### config.mk
export PLATFORM = sky130hd
export DESIGN_NAME = price_window_feeder_flat
export DESIGN_NICKNAME = d
export VERILOG_FILES = /design/src/rtl/price_window_feeder_if.sv /design/src/rtl/price_window_feeder.sv /design/src/flat_wrapper.sv
export SDC_FILE = /design/constraint.sdc
export NUM_CORES = 1
export LEC_CHECK = 0
export CORE_AREA = 10 10 202 204
export DETAILED_ROUTE_END_ITERATION = 6
export DIE_AREA = 0 0 212 214
export DONT_BUFFER_PORTS = 1
export PLACE_DENSITY_LB_ADDON = 0.1
export RECOVER_POWER = 25
export SLEW_MARGIN = 20
export SYNTH_ARGS = -nofsm -noshare
export SYNTH_HDL_FRONTEND = slang
export SYNTH_SLANG_ARGS = --single-unit
### constraint.sdc
create_clock -name clk -period 6.9 [get_ports clk]
set_clock_uncertainty 0.2 [all_clocks]
set_input_delay 0 -clock clk [delete_from_list [all_inputs] [get_ports clk]]
set_output_delay 0 -clock clk [all_outputs]
set_load 0.01 [all_outputs]
### src/rtl/price_window_feeder_if.sv
// Handshake bundle between the price ingest stream, the window feeder and the
// moving-average engine. The feeder uses the slave view; the environment uses master.
interface price_window_feeder_if #(
  parameter int DW = 16
) ();
  logic          in_valid;
  logic [DW-1:0] in_price;
  logic          in_ready;
  logic          ma_start;
  logic [DW-1:0] ma_new_price;
  logic [DW-1:0] ma_oldest_price;
  logic          ma_done;

  modport slave (
    input  in_valid, in_price, ma_done,
    output in_ready, ma_start, ma_new_price, ma_oldest_price
  );

  modport master (
    output in_valid, in_price, ma_done,
    input  in_ready, ma_start, ma_new_price, ma_oldest_price
  );
endinterface

### src/rtl/price_window_feeder.sv
// Rolling-window feeder: keeps the last WINDOW prices and hands the averager each
// (entering, leaving) pair with a start/done handshake guarded by a timeout.
module price_window_feeder #(
  parameter int WINDOW  = 20,
  parameter int DW      = 16,
  parameter int TIMEOUT = 64
) (
  input  logic                         clk,
  input  logic                         rst_n,
  price_window_feeder_if.slave         bus,
  output logic [$clog2(WINDOW+1)-1:0]  fill_count,
  output logic                         window_full,
  output logic                         busy,
  output logic                         timeout_err
);
  localparam int PW = $clog2(WINDOW);
  localparam int CW = $clog2(WINDOW + 1);
  localparam int TW = $clog2(TIMEOUT);

  localparam logic [PW-1:0] LAST_PTR = PW'(WINDOW - 1);
  localparam logic [CW-1:0] FILL_MAX = CW'(WINDOW);
  localparam logic [TW-1:0] TO_LAST  = TW'(TIMEOUT - 1);

  typedef enum logic [1:0] {
    IDLE,
    ISSUE,
    WAIT_DONE
  } state_t;

  state_t        state;
  logic [PW-1:0] wr_ptr;
  logic [TW-1:0] to_cnt;
  logic [DW-1:0] mem [WINDOW];
  logic          accept;

  assign accept       = (state == IDLE) && bus.in_valid;
  assign bus.in_ready = (state == IDLE);
  assign busy         = (state != IDLE);
  assign window_full  = (fill_count == FILL_MAX);

  // NOTE: the sample store has no reset; fill_count decides which entries are
  // meaningful, so leaving it unreset keeps it a plain RAM without reset muxes.
  always_ff @(posedge clk) begin
    if (accept) mem[wr_ptr] <= bus.in_price;
  end

  // NOTE: all state updates use non-blocking assignments, so the mem read below
  // sees the pre-write entry at wr_ptr (read-before-write) within the same edge.
  always_ff @(posedge clk or negedge rst_n) begin
    if (!rst_n) begin
      state               <= IDLE;
      wr_ptr              <= '0;
      fill_count          <= '0;
      to_cnt              <= '0;
      timeout_err         <= 1'b0;
      bus.ma_start        <= 1'b0;
      bus.ma_new_price    <= '0;
      bus.ma_oldest_price <= '0;
    end else begin
      bus.ma_start <= 1'b0;
      unique case (state)
        IDLE: begin
          if (bus.in_valid) begin
            bus.ma_oldest_price <= window_full ? mem[wr_ptr] : '0;
            bus.ma_new_price    <= bus.in_price;
            wr_ptr              <= (wr_ptr == LAST_PTR) ? '0 : wr_ptr + PW'(1);
            if (!window_full) fill_count <= fill_count + CW'(1);
            bus.ma_start        <= 1'b1;
            state               <= ISSUE;
          end
        end
        ISSUE: begin
          to_cnt <= '0;
          state  <= WAIT_DONE;
        end
        WAIT_DONE: begin
          if (bus.ma_done) begin
            to_cnt <= '0;
            state  <= IDLE;
          end else if (to_cnt == TO_LAST) begin
            // Abandon the transaction; the sample already sits in the window.
            timeout_err <= 1'b1;
            to_cnt      <= '0;
            state       <= IDLE;
          end else begin
            to_cnt <= to_cnt + TW'(1);
          end
        end
        default: state <= IDLE;
      endcase
    end
  end
endmodule

### src/flat_wrapper.sv
// flat-port wrapper written by rule: the top's interface ports become plain ports
module price_window_feeder_flat 
#(
  parameter int WINDOW  = 20,
  parameter int DW      = 16,
  parameter int TIMEOUT = 64
)
  (clk, rst_n, fill_count, window_full, busy, timeout_err, bus_in_valid, bus_in_price, bus_ma_done, bus_in_ready, bus_ma_start, bus_ma_new_price, bus_ma_oldest_price);
  price_window_feeder_if #(.DW(DW)) bus_i ();
  input  logic clk;
  input  logic rst_n;
  output logic [$clog2(WINDOW+1)-1:0] fill_count;
  output logic window_full;
  output logic busy;
  output logic timeout_err;
  input wire logic [$bits(bus_i.in_valid)-1:0] bus_in_valid;
  input wire logic [$bits(bus_i.in_price)-1:0] bus_in_price;
  input wire logic [$bits(bus_i.ma_done)-1:0] bus_ma_done;
  output wire logic [$bits(bus_i.in_ready)-1:0] bus_in_ready;
  output wire logic [$bits(bus_i.ma_start)-1:0] bus_ma_start;
  output wire logic [$bits(bus_i.ma_new_price)-1:0] bus_ma_new_price;
  output wire logic [$bits(bus_i.ma_oldest_price)-1:0] bus_ma_oldest_price;
  assign bus_i.in_valid = bus_in_valid;
  assign bus_i.in_price = bus_in_price;
  assign bus_i.ma_done = bus_ma_done;
  assign bus_in_ready = bus_i.in_ready;
  assign bus_ma_start = bus_i.ma_start;
  assign bus_ma_new_price = bus_i.ma_new_price;
  assign bus_ma_oldest_price = bus_i.ma_oldest_price;
  price_window_feeder #(.WINDOW(WINDOW), .DW(DW), .TIMEOUT(TIMEOUT)) u_core (.clk(clk), .rst_n(rst_n), .bus(bus_i), .fill_count(fill_count), .window_full(window_full), .busy(busy), .timeout_err(timeout_err));
endmodule
== Yosys cells after proc, flatten, opt, wreduce, memory -nomap -nowiden ==
Memories as Yosys holds them, arrays and structs flattened.
Cells that the tools add are included.
Widths: inputs -> output; s select.

* Bitwise logic cells: 2
* Muxes and demuxes: 13
* Reductions and logical operators: 8
* $add $sub $neg: 3
* Equality and inequality tests: 7

{| class="wikitable"
|+ Operator list
! kind !! number
|-
| $mux 16 || 1
|-
| $mux 6 || 2
|-
| $pmux 6 s2 || 1
|-
| $add 5x1->5 const B || 2
|-
| $eq 5x5->1 const B || 2
|-
| $add 6x1->6 const B || 1
|-
| $eq 6x6->1 const B || 1
|-
| $mux 2 || 3
|-
| $pmux 2 s3 || 1
|-
| $reduce_and 3->1 || 2
|-
| $mux 5 || 1
|-
| $mux 1 || 4
|-
| $reduce_and 2->1 || 2
|-
| $reduce_bool 2->1 || 2
|-
| $ne 3x2->1 const B || 1
|-
| $eq 2x1->1 const B || 1
|-
| $eq 2x2->1 const B || 1
|-
| $logic_not 2->1 || 1
|-
| $ne 2x2->1 const B || 1
|-
| $not 1->1 || 2
|-
| $logic_and 1x1->1 || 1
|}

* Bits in registers: 52
* Output and inout bits: 42
* Logic and storage cells: 42
* Memories kept: 1
* Bits of input ports: 20
* RAM bits: 320

{| class="wikitable"
|+ Memory list
! name !! depth !! width !! rd ports !! clocked after memory_dff !! wr ports !! RTL line !! RTL
|-
| u_core.mem || 20 || 16 || 1 || 0 || 1 || price_window_feeder.sv:33 || <nowiki>logic [DW-1:0] mem [WINDOW];</nowiki>
|}

== Longest topological paths before layout ==
* Depth in word-level cells: 4
* Depth in mapped cells: 9
* Mapped depth without buffers: 7

== Worst setup path before layout ==
OpenSTA, ideal clock, no wires.

* Kind: register -> register
* Start point: reg u_core.state[0]
* End point: mem u_core.mem[13][0], enable pin
* Path buffers: 2
* Stages on the path, launching flop included: 9
* Library setup time: 0.388 ns
* Data required time: 6.312 ns
* Clock period less this slack: 2.993 ns
* Slack: 3.907 ns
* Data arrival time: 2.405 ns
* Path through: dfrtp_1 > inv_1 > ha_1 > nand2_1 > inv_1 > clkbuf_1 > clkbuf_1 > nand2_1 > nor2_1

* Cells in the longest elaborated chain, start to end: 4

{| class="wikitable"
|+ RTL lines
! element !! RTL line !! RTL
|-
| start, declared || price_window_feeder.sv:30 || <nowiki>state_t state;</nowiki>
|-
| start signal, assigned || price_window_feeder.sv:51 || <nowiki>state <= IDLE;</nowiki>
|-
| start signal, assigned || price_window_feeder.sv:69 || <nowiki>state <= ISSUE;</nowiki>
|-
| start signal, assigned || price_window_feeder.sv:74 || <nowiki>state <= WAIT_DONE;</nowiki>
|-
| $logic_not 2->1 || n/a ||
|-
| net bus_in_ready || flat_wrapper.sv:19 || <nowiki>output wire logic [$bits(bus_i.in_ready)-1:0] bus_in_ready;</nowiki>
|-
| $logic_and 1x1->1 || price_window_feeder.sv:36 || <nowiki>assign accept = (state == IDLE) && bus.in_valid;</nowiki>
|-
| $mux 1 || price_window_feeder.sv:44 || <nowiki>if (accept) mem[wr_ptr] <= bus.in_price;</nowiki>
|-
| $mux 1 (not written as such) || price_window_feeder.sv:44 ||
|-
| end, declared || price_window_feeder.sv:33 ||
|}

The timed path passes the listed nets, and every way through them passes these cells.

== Final worst setup path ==
* Start point: reg u_core.state[1]
* End point: mem u_core.mem[7][1], enable pin

The elaborated chain is that of the path after synthesis.

==> results.json <==
{
  "status": "complete, but fails checks",
  "violations": "design-rule violations",
  "finalSetupViolCount": 0,
  "chipWidth_um": 212,
  "slowest_delay_ps": 790,
  "synth-seq-cells": 372,
  "worstHoldEndpoint": "u_core.to_cnt[2]",
  "fin_ws_ps": 3290,
  "setup_tns_ps": 0,
  "drv_slew": 0,
  "ir_drop_mv": 0.193,
  "seq_area_frac_synth": 0.751,
  "firstDrtPassIters": 7,
  "core_sq_mm": 0.0370,
  "antenna_cells": 0,
  "dpl_worst_slack_ps": 3240,
  "synth_cell_type_count": 49,
  "async_flop_share": 0.140,
  "fin_crit_ps": 3610,
  "placed_cell_area_sq_mm": 0.0151,
  "fin_nets": 920,
  "clk_latency_ps": 540,
  "maxCapViolCount": 0,
  "syn_area_sq_mm": 0.0145,
  "timing.rr.start": "u_core.state[1]",
  "multi_input_area_sq_mm": 0.00334,
  "crit_path_end_kind": "register",
  "vias": 7648,
  "synth_area_leader_cell": "edfxtp_1",
  "tritoncts": "yes",
  "cpLargestDelayFamily": "simple AND/OR/NAND/NOR gates",
  "crit_fanout": 36,
  "synth-edff-count": 320,
  "clk_path_buf_depth": 3,
  "cts_inserted_buffers": 40,
  "grt_setup_unrepaired": "no",
  "hpwlAfterDp_mm": 21.9,
  "fmax_mhz": 277,
  "final_hold_viol_count": 0,
  "synth_nets": 879,
  "initial_utilization": 0.392,
  "layout_common_cells": "edfxtp_1 (320), mux2i_1 (115), nand2_1 (71)",
  "grt_pass1_vias": 7821,
  "area_growth_pct": 15.5,
  "hold_class": "input port to register",
  "power_density_mw_per_mm2": 391,
  "synth_warnings": 0,
  "seqCellArea_sq_mm": 0.0109,
  "total_power_mw": 6.56,
  "path_class": "register to register",
  "synth_top_area_share": 0.661,
  "cp_slowest_cell": "nor2_2",
  "postCtsSetupBuffers": 0,
  "routedWlPerCell_um": 25.7,
  "hold_start": "bus_ma_done",
  "fin_area_sq_mm": 0.0168,
  "r2r_end": "u_core.mem[7][1]",
  "grt_max_degree": 66,
  "mostFrequentLayoutCell": "edfxtp_1",
  "period_share": 0.523,
  "rows": 71,
  "port_buffers": 0,
  "drive_above_1_share": 0.134,
  "gp_congestion": 0.786,
  "grt_usage": 0.157,
  "yosys-top-cells-area": "edfxtp_1 (66%), dfrtp_1 (9.0%), mux2i_1 (7.9%)",
  "cp.depth": 7,
  "crit_required_ps": 6860,
  "design.die.area_sq_mm": 0.0454,
  "ys.flop_type": "edfxtp_1",
  "crit_buf_inv": 3,
  "rr_worst_depth": 7,
  "path_cells": "inv_1, ha_1, nand2_1, buf_4, inv_1, nand2_1, nor2_2",
  "vias_per_cell": 5.48,
  "slew_headroom": 0.324,
  "ioPinCount": 62,
  "fp.dieH_um": 214,
  "grt_antenna_before_repair": 0,
  "grt-ovfl-total": 0,
  "drt_wl_total_mm": 35.9,
  "r2r_setup_slack_ps": 3290,
  "cts_sinks": 372,
  "whs_path_depth": 3,
  "arrival_ps": 3570,
  "drt_iter0_markers": 687,
  "cts_root_buf": "clkbuf_16",
  "p_leak_nw": 5.86,
  "grt_pass1_wl_mm": 53.1,
  "fillers": 3151,
  "htree_levels": 2,
  "drc": 39,
  "worst_pin_slew_ps": 1010,
  "syn_inst": 848,
  "start_kind": "register",
  "cts_resized": 0,
  "path_clk_slew_ps": 60,
  "avgSynthCellArea_sq_um": 17.1,
  "ant_nets": 0
}
logic make-up after synthesis:
| family | Yosys count | synth area share |
|---|---|---|
| flops | 372 | 0.751 |
| fa+ha+maj | 11 | 0.00947 |
| simple gates | 130 | 0.0399 |
| xor+xnor | 7 | 0.00422 |
| mux | 145 | 0.117 |
| buf+inv | 60 | 0.0197 |
| compound gates | 123 | 0.0594 |
per-stage QoR:
stage	utilization	hold WS [ps]	cells
CTS	0.453	125	1395
finish	0.453	140	1395
floorplan	-	-496	848
global route	0.453	171	1395
detailed placement	0.407	-494	1299
global placement	0.407	-493	1299
cell usage after synthesis, drive strengths merged (5+ instances only):
library cell and instances:
a221o 6, nand2b 5, nor2 26, edfxtp 320, a22o 5, mux2i 115, a211o 5, inv 14
a222oi 10, clkbuf 21, nor3 6, a32oi 10, a211oi 10, xnor2 6, o22ai 39, mux2 12
o21ai 16, a21oi 15, dfrtp 52, nor2b 5, ha 11, buf 25, mux4 18, nand2 71
state kept, by name, indices dropped and copies added, names as in the netlist:
signal and cells:
u_core.bus.ma_new_price 16, u_core.bus.ma_oldest_price 16, u_core.bus.ma_start 1, u_core.fill_count 5, u_core.mem 320, u_core.state 2, u_core.timeout_err 1, u_core.to_cnt 6
u_core.wr_ptr 5
report_power, final:
part	switching, mW	internal [mW]
clock network	0.864	1.46
logic	0.818	0.560
registers	0.256	2.60
per-layer routing:
layer  vias up  part of all wire  GRT usage  wire length [um]
li1       3416                 -          -                 -
met1      3960              0.45      0.218             16100
met2       228              0.47      0.246             16900
met3        44             0.061     0.0323              2200
met4         0             0.019     0.0434               693
met5         -                 0          0                 0
worst register-to-register path, cell delays in order, from the launching register on:
cell     delay [ps]
dfrtp_1         400
inv_1           110
ha_1            280
nand2_1          80
buf_4           270
inv_1           710
nand2_1         380
nor2_2          790
layout make-up:
cell class                 instances  area share
tap                              474      0.0353
sequential                       372       0.650
timing repair buffer              45      0.0257
multi-input combinational        416       0.199
clock buffer                      52      0.0672
inverter                          14     0.00313
clock inverter                    22      0.0192
worst max-delay path by stage:
stage	start	end	slack [ps]
2_1_floorplan	u_core.state[0]	u_core.mem[13][0]	3910
3_3_place_gp	u_core.state[0]	u_core.mem[7][12]	2980
3_5_place_dp	u_core.state[0]	u_core.mem[7][2]	3240
4_1_cts	u_core.state[1]	u_core.mem[7][1]	3230
5_1_grt	u_core.state[1]	u_core.mem[7][8]	2870
6_report	u_core.state[1]	u_core.mem[7][1]	3290
what timing repair did:
action                                 4_1_cts  5_1_grt
endpoints found under the hold margin      415        0
hold buffers                                22        0
setup endpoints to repair                    0        0
No activity file was read; power rests on OpenSTA's default activity.
